**src/rtl/mem_arbiter.sv**
```systemverilog
// Two-port arbiter sharing the block-wide Dmem port between I-cache refill and D-cache refill/writeback.
// Optional ARB_ROUND_ROBIN_EN selects round-robin instead of fixed D-over-I priority.
module mem_arbiter #(
  parameter int unsigned ADDR_W  = 5,
  parameter int unsigned BLOCK_W = 256
) (
  input  logic               clock,
  input  logic               reset,
  input  logic               i_ren,
  input  logic [ADDR_W-1:0]  i_addr,
  output logic               i_ready,
  output logic               i_done,
  output logic [BLOCK_W-1:0] i_dout,
  input  logic               d_ren,
  input  logic               d_wen,
  input  logic [ADDR_W-1:0]  d_addr,
  input  logic [BLOCK_W-1:0] d_din,
  output logic               d_ready,
  output logic               d_done,
  output logic [BLOCK_W-1:0] d_dout,
  output logic               mem_ren,
  output logic               mem_wen,
  output logic [ADDR_W-1:0]  mem_block_address,
  output logic [BLOCK_W-1:0] mem_din,
  input  logic               mem_ready,
  input  logic               mem_done,
  input  logic [BLOCK_W-1:0] mem_dout
);

  typedef enum logic [2:0] {
    S_IDLE    = 3'd0,
    S_ISSUE   = 3'd1,
    S_WAIT    = 3'd2,
    S_DONE    = 3'd3,
    S_RELEASE = 3'd4
  } state_t;

  state_t               state;
  logic                 gnt_i;
  logic                 gnt_d;
  logic                 lat_wr;
  logic [ADDR_W-1:0]    lat_addr;
  logic [BLOCK_W-1:0]   lat_din;

  logic pend_i;
  logic pend_d;
  logic pick_d;

  assign pend_i = i_ren;
  assign pend_d = d_ren | d_wen;

`ifdef ARB_ROUND_ROBIN_EN
  // High when D holds priority for the next contended grant.
  logic rr_d_pri;

  always_comb begin
    pick_d = pend_d & (~pend_i | rr_d_pri);
  end
`else
  always_comb begin
    pick_d = pend_d;
  end
`endif

  always_ff @(posedge clock) begin
    if (reset) begin
      state             <= S_IDLE;
      gnt_i             <= 1'b0;
      gnt_d             <= 1'b0;
      lat_wr            <= 1'b0;
      lat_addr          <= '0;
      lat_din           <= '0;
      i_ready           <= 1'b0;
      d_ready           <= 1'b0;
      i_done            <= 1'b0;
      d_done            <= 1'b0;
      i_dout            <= '0;
      d_dout            <= '0;
      mem_ren           <= 1'b0;
      mem_wen           <= 1'b0;
      mem_block_address <= '0;
      mem_din           <= '0;
`ifdef ARB_ROUND_ROBIN_EN
      rr_d_pri          <= 1'b1;
`endif
    end else begin
      i_done  <= 1'b0;
      d_done  <= 1'b0;
      i_ready <= 1'b0;
      d_ready <= 1'b0;
      case (state)
        S_IDLE: begin
          if (pend_i | pend_d) begin
            // Latch the winner so later input changes cannot disturb the transaction.
            gnt_d    <= pick_d;
            gnt_i    <= ~pick_d;
            lat_wr   <= pick_d & d_wen;
            lat_addr <= pick_d ? d_addr : i_addr;
            lat_din  <= pick_d ? d_din : '0;
`ifdef ARB_ROUND_ROBIN_EN
            rr_d_pri <= ~pick_d;
`endif
            state    <= S_ISSUE;
          end else begin
            i_ready <= 1'b1;
            d_ready <= 1'b1;
          end
        end
        S_ISSUE: begin
          if (mem_ready) begin
            mem_ren           <= ~lat_wr;
            mem_wen           <= lat_wr;
            mem_block_address <= lat_addr;
            mem_din           <= lat_din;
            state             <= S_WAIT;
          end
        end
        S_WAIT: begin
          if (mem_done) begin
            mem_ren <= 1'b0;
            mem_wen <= 1'b0;
            if (gnt_d) begin
              d_done <= 1'b1;
              if (!lat_wr) begin
                d_dout <= mem_dout;
              end
            end else begin
              i_done <= 1'b1;
              i_dout <= mem_dout;
            end
            state <= S_DONE;
          end
        end
        S_DONE: begin
          state <= S_RELEASE;
        end
        S_RELEASE: begin
          gnt_i   <= 1'b0;
          gnt_d   <= 1'b0;
          i_ready <= 1'b1;
          d_ready <= 1'b1;
          state   <= S_IDLE;
        end
        default: begin
          state <= S_IDLE;
        end
      endcase
    end
  end

endmodule

```
**config.mk**
```make
export PLATFORM = sky130hd
export DESIGN_NAME = mem_arbiter
export DESIGN_NICKNAME = d
export VERILOG_FILES = /design/src/rtl/mem_arbiter.sv
export SDC_FILE = /design/constraint.sdc
export NUM_CORES = 2
export LEC_CHECK = 0
export ABC_AREA = 1
export CAP_MARGIN = 0
export CORE_AREA = 3 3 502 504
export DETAILED_ROUTE_END_ITERATION = 8
export DIE_AREA = 0 0 505 507
export GPL_ROUTABILITY_DRIVEN = 0
export SYNTH_ARGS = -nofsm -noshare
export SYNTH_HDL_FRONTEND = slang
export SYNTH_SLANG_ARGS = --single-unit
```
**constraint.sdc**
```tcl
create_clock -name clock -period 1.5 [get_ports clock]
set_input_delay 0.15 -clock clock [delete_from_list [all_inputs] [get_ports clock]]
set_output_delay 0.15 -clock clock [all_outputs]
set_load 0.02 [all_outputs]
```
# Word-level counts from Yosys, hierarchy flattened
# Cells that the tools add are included.
classes:
  n_eq_ne: 7
  n_mux: 17
  n_reduce_logical: 11
  bitwise: 7
ops:
  columns: ["cell", "n"]
  rows:
  - ["$mux W256", 1]
  - ["$pmux W3 S4", 1]
  - ["$mux W3", 3]
  - ["$reduce_and A3 Y1", 3]
  - ["$pmux W1 S2", 4]
  - ["$mux W1", 7]
  - ["$eq A3 B2 Y1 const B", 2]
  - ["$ne A2 B2 Y1 const B", 3]
  - ["$reduce_and A2 Y1", 3]
  - ["$mux W5", 1]
  - ["$not A1 Y1", 4]
  - ["$reduce_and A4 Y1", 1]
  - ["$reduce_bool A2 Y1", 2]
  - ["$eq A3 B1 Y1 const B", 1]
  - ["$eq A3 B3 Y1 const B", 1]
  - ["$logic_not A3 Y1", 1]
  - ["$reduce_or A3 Y1", 1]
  - ["$or A1 B1 Y1", 2]
  - ["$and A1 B1 Y1", 1]
totals:
  output_inout_bits: 779
  regBits: 1044
  inputBits: 529

# Logic depth before layout (Yosys ltp)
logic_depth:
  depth_word: 4
  depth_mapped: 9

# Least setup slack after synthesis
# Ideal clock, no wire load.
synth_timing:
  path_kind: "register -> register"
  startpoint: "register state[1]"
  endpoint: "register mem_block_address[0]"
  path_slack_ps: 118
  arrival_time_ps: 1267
  t_required_ps: 1384
  n_path_buf: 4
  path_stages_with_launch: 10
  cell_sequence: "dfxtp_1 > buf_2 > inv_2 > nand3_1 > inv_2 > buf_2 > buf_4 > buf_4 > nor2_1 > nor2_1"
synth_between:
  elab_chain_cells: 2
synth_rtl:
  columns: ["element", "line_no", "source"]
  rows:
  - ["start: declaration", "38", "state_t state;"]
  - ["start signal: assignment", "67", "state <= S_IDLE;"]
  - ["start signal: assignment", "103", "state <= S_ISSUE;"]
  - ["start signal: assignment", "115", "state <= S_WAIT;"]
  - ["$eq A3 B1 Y1", "91", "case (state)"]
  - ["$reduce_and A2 Y1 (no line)", null, null]
  - ["end signal: assignment", "113", "mem_block_address <= lat_addr;"]
  - ["end: declaration", "23", "output logic [ADDR_W-1:0] mem_block_address,"]
# No other way between the ends.
# A chain may end at the register's enable or synchronous reset.

# Final worst setup path
layout_timing:
  startpoint: "register state[0]"
  endpoint: "register i_dout[20]"
layout_between:
  elab_chain_cells: 2
layout_rtl:
  columns: ["element", "line_no", "source"]
  rows:
  - ["$eq A3 B2 Y1", "91", null]
  - ["$reduce_and A3 Y1 (no line)", null, null]
  - ["end signal: assignment", "129", "i_dout <= mem_dout;"]
  - ["end: declaration", "13", "output logic [BLOCK_W-1:0] i_dout,"]
# No other way between the ends.

==> reports/summary.log <==
[timing] count of final max-slew check failures 0
[floorplan] number of rows in the core area 183
[grt] number of antenna violations at the first check in global routing 124
[cells_and_area] count of placed standard cells in the final layout, fillers left out 9898
[routing] vias per inst 4.11
[synth] Post-Syn Nets 5120
[synth] register area share after synthesis 57.8%
[timing] Max Clk Rate 0.550 GHz
[cells_and_area] combined area of the multi-input logic cells 14600 um^2
[setup_path] CP delay by family, top buffers and inverters
[floorplan] core area 248000 um^2
[setup_path] number of buffer and inverter instances along the worst setup path 5
[placed_design] number of instances in the placed design 9128
[setup_path] CP Launch Type flip-flop
[routing] detailed-routing iteration count for the pre-antenna-repair pass 5
[setup_path] r2r endpoint i_dout[20]
[clocking] Clk Latency, worst-skew pair 0.77 ns
[clocking] buffer levels on the longest clock path 3
[placed_design] Post-DP HPWL 162000 um
[grt] largest net degree at the start of global routing 70
[cells_and_area] storage element area 21600 um^2
[cells_and_area] utilization of the core after routing 27.2%
[setup_path] worst stage delay on the critical path 0.34 ns
[placed_design] Cell Area, Placed 54800 um^2
[cells_and_area] layout cell share with drive strength beyond 1 32.4%
[floorplan] total die area 256000 um^2
[clocking] CTS tree built
[cells_and_area] Design Area, Final 67400 um^2
[min_path] Min-Delay Path Depth 3
[synth] post-synthesis area per instance 7.88 um^2
[timing] final setup vio count 1034
[routing] met2 WL post-DR 109000 um
[cells_and_area] Layout fillers 26300
[setup_path] Reg-to-Reg Start state[0]
[setup_path] path type of the worst setup path flip-flop to flip-flop
[routing] number of nets with antenna violations after detailed routing 0
[timing] post-route minimum period 1.82 ns
[power_and_ir_drop] power density of the placed cells 1120 nW/um^2
[synth] synth warn 0
[timing] slew margin rel. 67.6%
[floorplan] effective utilization at floorplan 14.6%
[job] total of max-cap violations 0
[synth] cell area after technology mapping 36200 um^2
[timing] worst clock skew on the final layout 0.0609 ns
[setup_path] r2r setup slk -0.32 ns
[floorplan] Die W 505 um
[synth] library cells used by synthesis 21
[setup_path] critical path data required time 2.14 ns
[routing] Highest Signal Layer met5
[min_path] worst hold path class primary input to flip-flop
[setup_path] Critical Path AT 2.46 ns
[setup_path] cells along the critical path nor2_4, buf_6, nand4_4, buf_12, buf_16, buf_12, buf_12, o21ai_0, nor2_1
[outcome] result of the run finished, violations left
[setup_path] endpoint kind of the worst setup timing path flip-flop
[cells_and_area] number of nets in the final layout 6971
[setup_path] count of cells along the worst register-to-register path 9
[cells_and_area] highest-count cells in the layout ignoring fill and taps 1203 x nor2_1, 579 x buf_6, 573 x o21ai_0
[clocking] depth of the CTS H-tree 3
[routing] number of DRC violations after detailed routing 0
[timing] final worst-path cycle share 121%
[timing] worst-margin pin slew 0.480 ns
[timing] number of hold violations in the final report 0
[grt] remaining global-route overflow 0
[setup_path] cell repeated most along the worst path buf_12
[grt] number of global-route vias before repair 39511
[cells_and_area] most common cell after layout, fill and taps aside nor2_1
[routing] Post-Route WL 222000 um
[outcome] violated checks setup timing
[routing] 1st-iter DRT viols 2768
[clocking] buffer type at the clock tree root clkbuf_16
[cells_and_area] synth-to-layout area growth 86.4%
[routing] vias after detailed routing 40671
[power_and_ir_drop] leakage power summed over all cells 26.7 nW
[clocking] Clock Pin Slew Worst Setup and Hold Paths 0.07 ns
[routing] routed wirelength normalized by instance count 22.4 um
[routing] Metal-1 WL 81000 um
[grt] overall fraction of global-route tracks in use 15.7%
[min_path] Hold Crit Start mem_dout[230]
[timing] RSZ-0062 raised after global routing true
[setup_path] critical-path maximum fanout 31
[placed_design] number of buffer cells added on primary ports 1307
[synth] number of synthesized register bits 1044
[floorplan] height of the chip 507 um
[synth] synthesized instance count 4591
[routing] met3 wire length 19800 um
[setup_path] Slowest-stage cell, CP dfxtp_2
[grt] wire length of the first global-routing pass 293000 um
[floorplan] number of placed I/O pins 1308
[min_path] Hold Path Sink i_dout[230]
[clocking] number of buffers created by CTS 115
[power_and_ir_drop] largest voltage drop on the vdd net 1.05 mV
[timing] crit path setup slack, layout -0.317 ns
[clocking] # clock sinks 1044
## synthesized netlist by cell type
cell,count,area (um^2)
buf_4,31,233
nor4_1,1,6.26
o21ai_0,677,3390
nand3_2,1,10.0
nand4_2,1,12.5
buf_2,120,601
nor3_1,257,1290
nor2_2,3,18.8
nand2_1,540,2030
o21ai_1,101,505
dfxtp_1,1044,20900
a21oi_1,261,1310
inv_2,5,18.8
nor2_1,1305,4900
nand4_1,1,6.26
buf_1,2,7.51
nor3_4,1,16.3
nand3b_1,1,7.51
inv_1,11,41.3
nand3_1,8,40.0
clkbuf_1,220,826
## kinds of logic (layout without fill, tap and decap cells)
kind of cell | count (synthesis) | in the layout | share of synthesized area, %
other | 0 | 41 | 0
and+or+nand+nor | 2119 | 2119 | 23.0
AOI/OAI and AO/OA | 1039 | 1039 | 14.4
DFF | 1044 | 1044 | 57.8
buffers and inverters | 389 | 2325 | 4.78
## through the flow
| stage | TNS [ns] | power (mW) | setup slack [ns] | hold WS (ns) |
|---|---|---|---|---|
| after floorplan | 0 | 36.2 | 0.118 | 0.292 |
| after global placement | -342.80 | 42.9 | -0.510 | 0.448 |
| after detailed placement | -368.93 | 43.0 | -0.512 | 0.451 |
| after CTS | -224.18 | 75.1 | -0.325 | 0.0000762 |
| after global routing | -267.04 | 78.2 | -0.386 | 0.0340 |
| final | -172.88 | 75.3 | -0.317 | 0.0979 |
## worst max-delay path by stage
| stage | from | end | slack, ns | cells past startpoint |
|---|---|---|---|---|
| after floorplan | state[1] | mem_block_address[0] | 0.12 | 9 |
| after global placement | d_ren | lat_din[253] | -0.51 | 7 |
| after detailed placement | mem_done | i_dout[103] | -0.51 | 6 |
| after CTS | state[0] | i_dout[73] | -0.32 | 8 |
| after global routing | state[0] | i_dout[20] | -0.39 | 9 |
| final | state[0] | i_dout[20] | -0.32 | 9 |
## where the power goes
group,switching [mW],internal [mW]
clock network,12.6,17.3
registers,1.21,29.6
logic,7.77,6.74
## flip-flops by register name, indices dropped and copies added (netlist names)
name               cells
i_done                 1
d_dout               256
lat_din              256
state                  3
lat_wr                 1
d_done                 1
mem_wen                1
lat_addr               5
mem_din              256
i_dout               256
gnt_d                  1
d_ready                1
mem_ren                1
mem_block_address      5
## final cells by class
type                            instances  area share, %
Clock buffer                          149           4.70
Multi-Input combinational cell       3158           21.7
Clock inverter                         53           1.15
Timing Repair Buffer                 2106           33.8
Timing Repair inverter                  1         0.0241
Antenna cell                           41          0.152
Inverter                               16          0.163
Tap cell                             3330           6.18
Sequential cell                      1044           32.1
## layer usage
metal  track usage (%)  vias to the layer above
met5                 0                        -
met4              8.26                       54
met3              5.14                      498
met2              27.1                     1985
met1              17.2                    19402
li1                  -                    18732
## worst register-to-register path: stages (launching register included)
cell and delay [ns]:
dfxtp_2 0.34, nor2_4 0.15, buf_6 0.13, nand4_4 0.08
buf_12 0.17, buf_16 0.17, buf_12 0.21, buf_12 0.18
o21ai_0 0.21, nor2_1 0.06
## repair_timing
| action | in CTS | in global routing |
|---|---|---|
| gates resized for setup | 5069 | 388 |
| hold buffers | 418 | 0 |
| endpoints found under the hold margin | 657 | 0 |
| setup endpoints to repair | 1816 | 1097 |
| buffers inserted | 31 | 26 |
| gates cloned | 22 | 34 |
| pin swaps | 25 | 105 |
(Power assumes the default switching activity.)
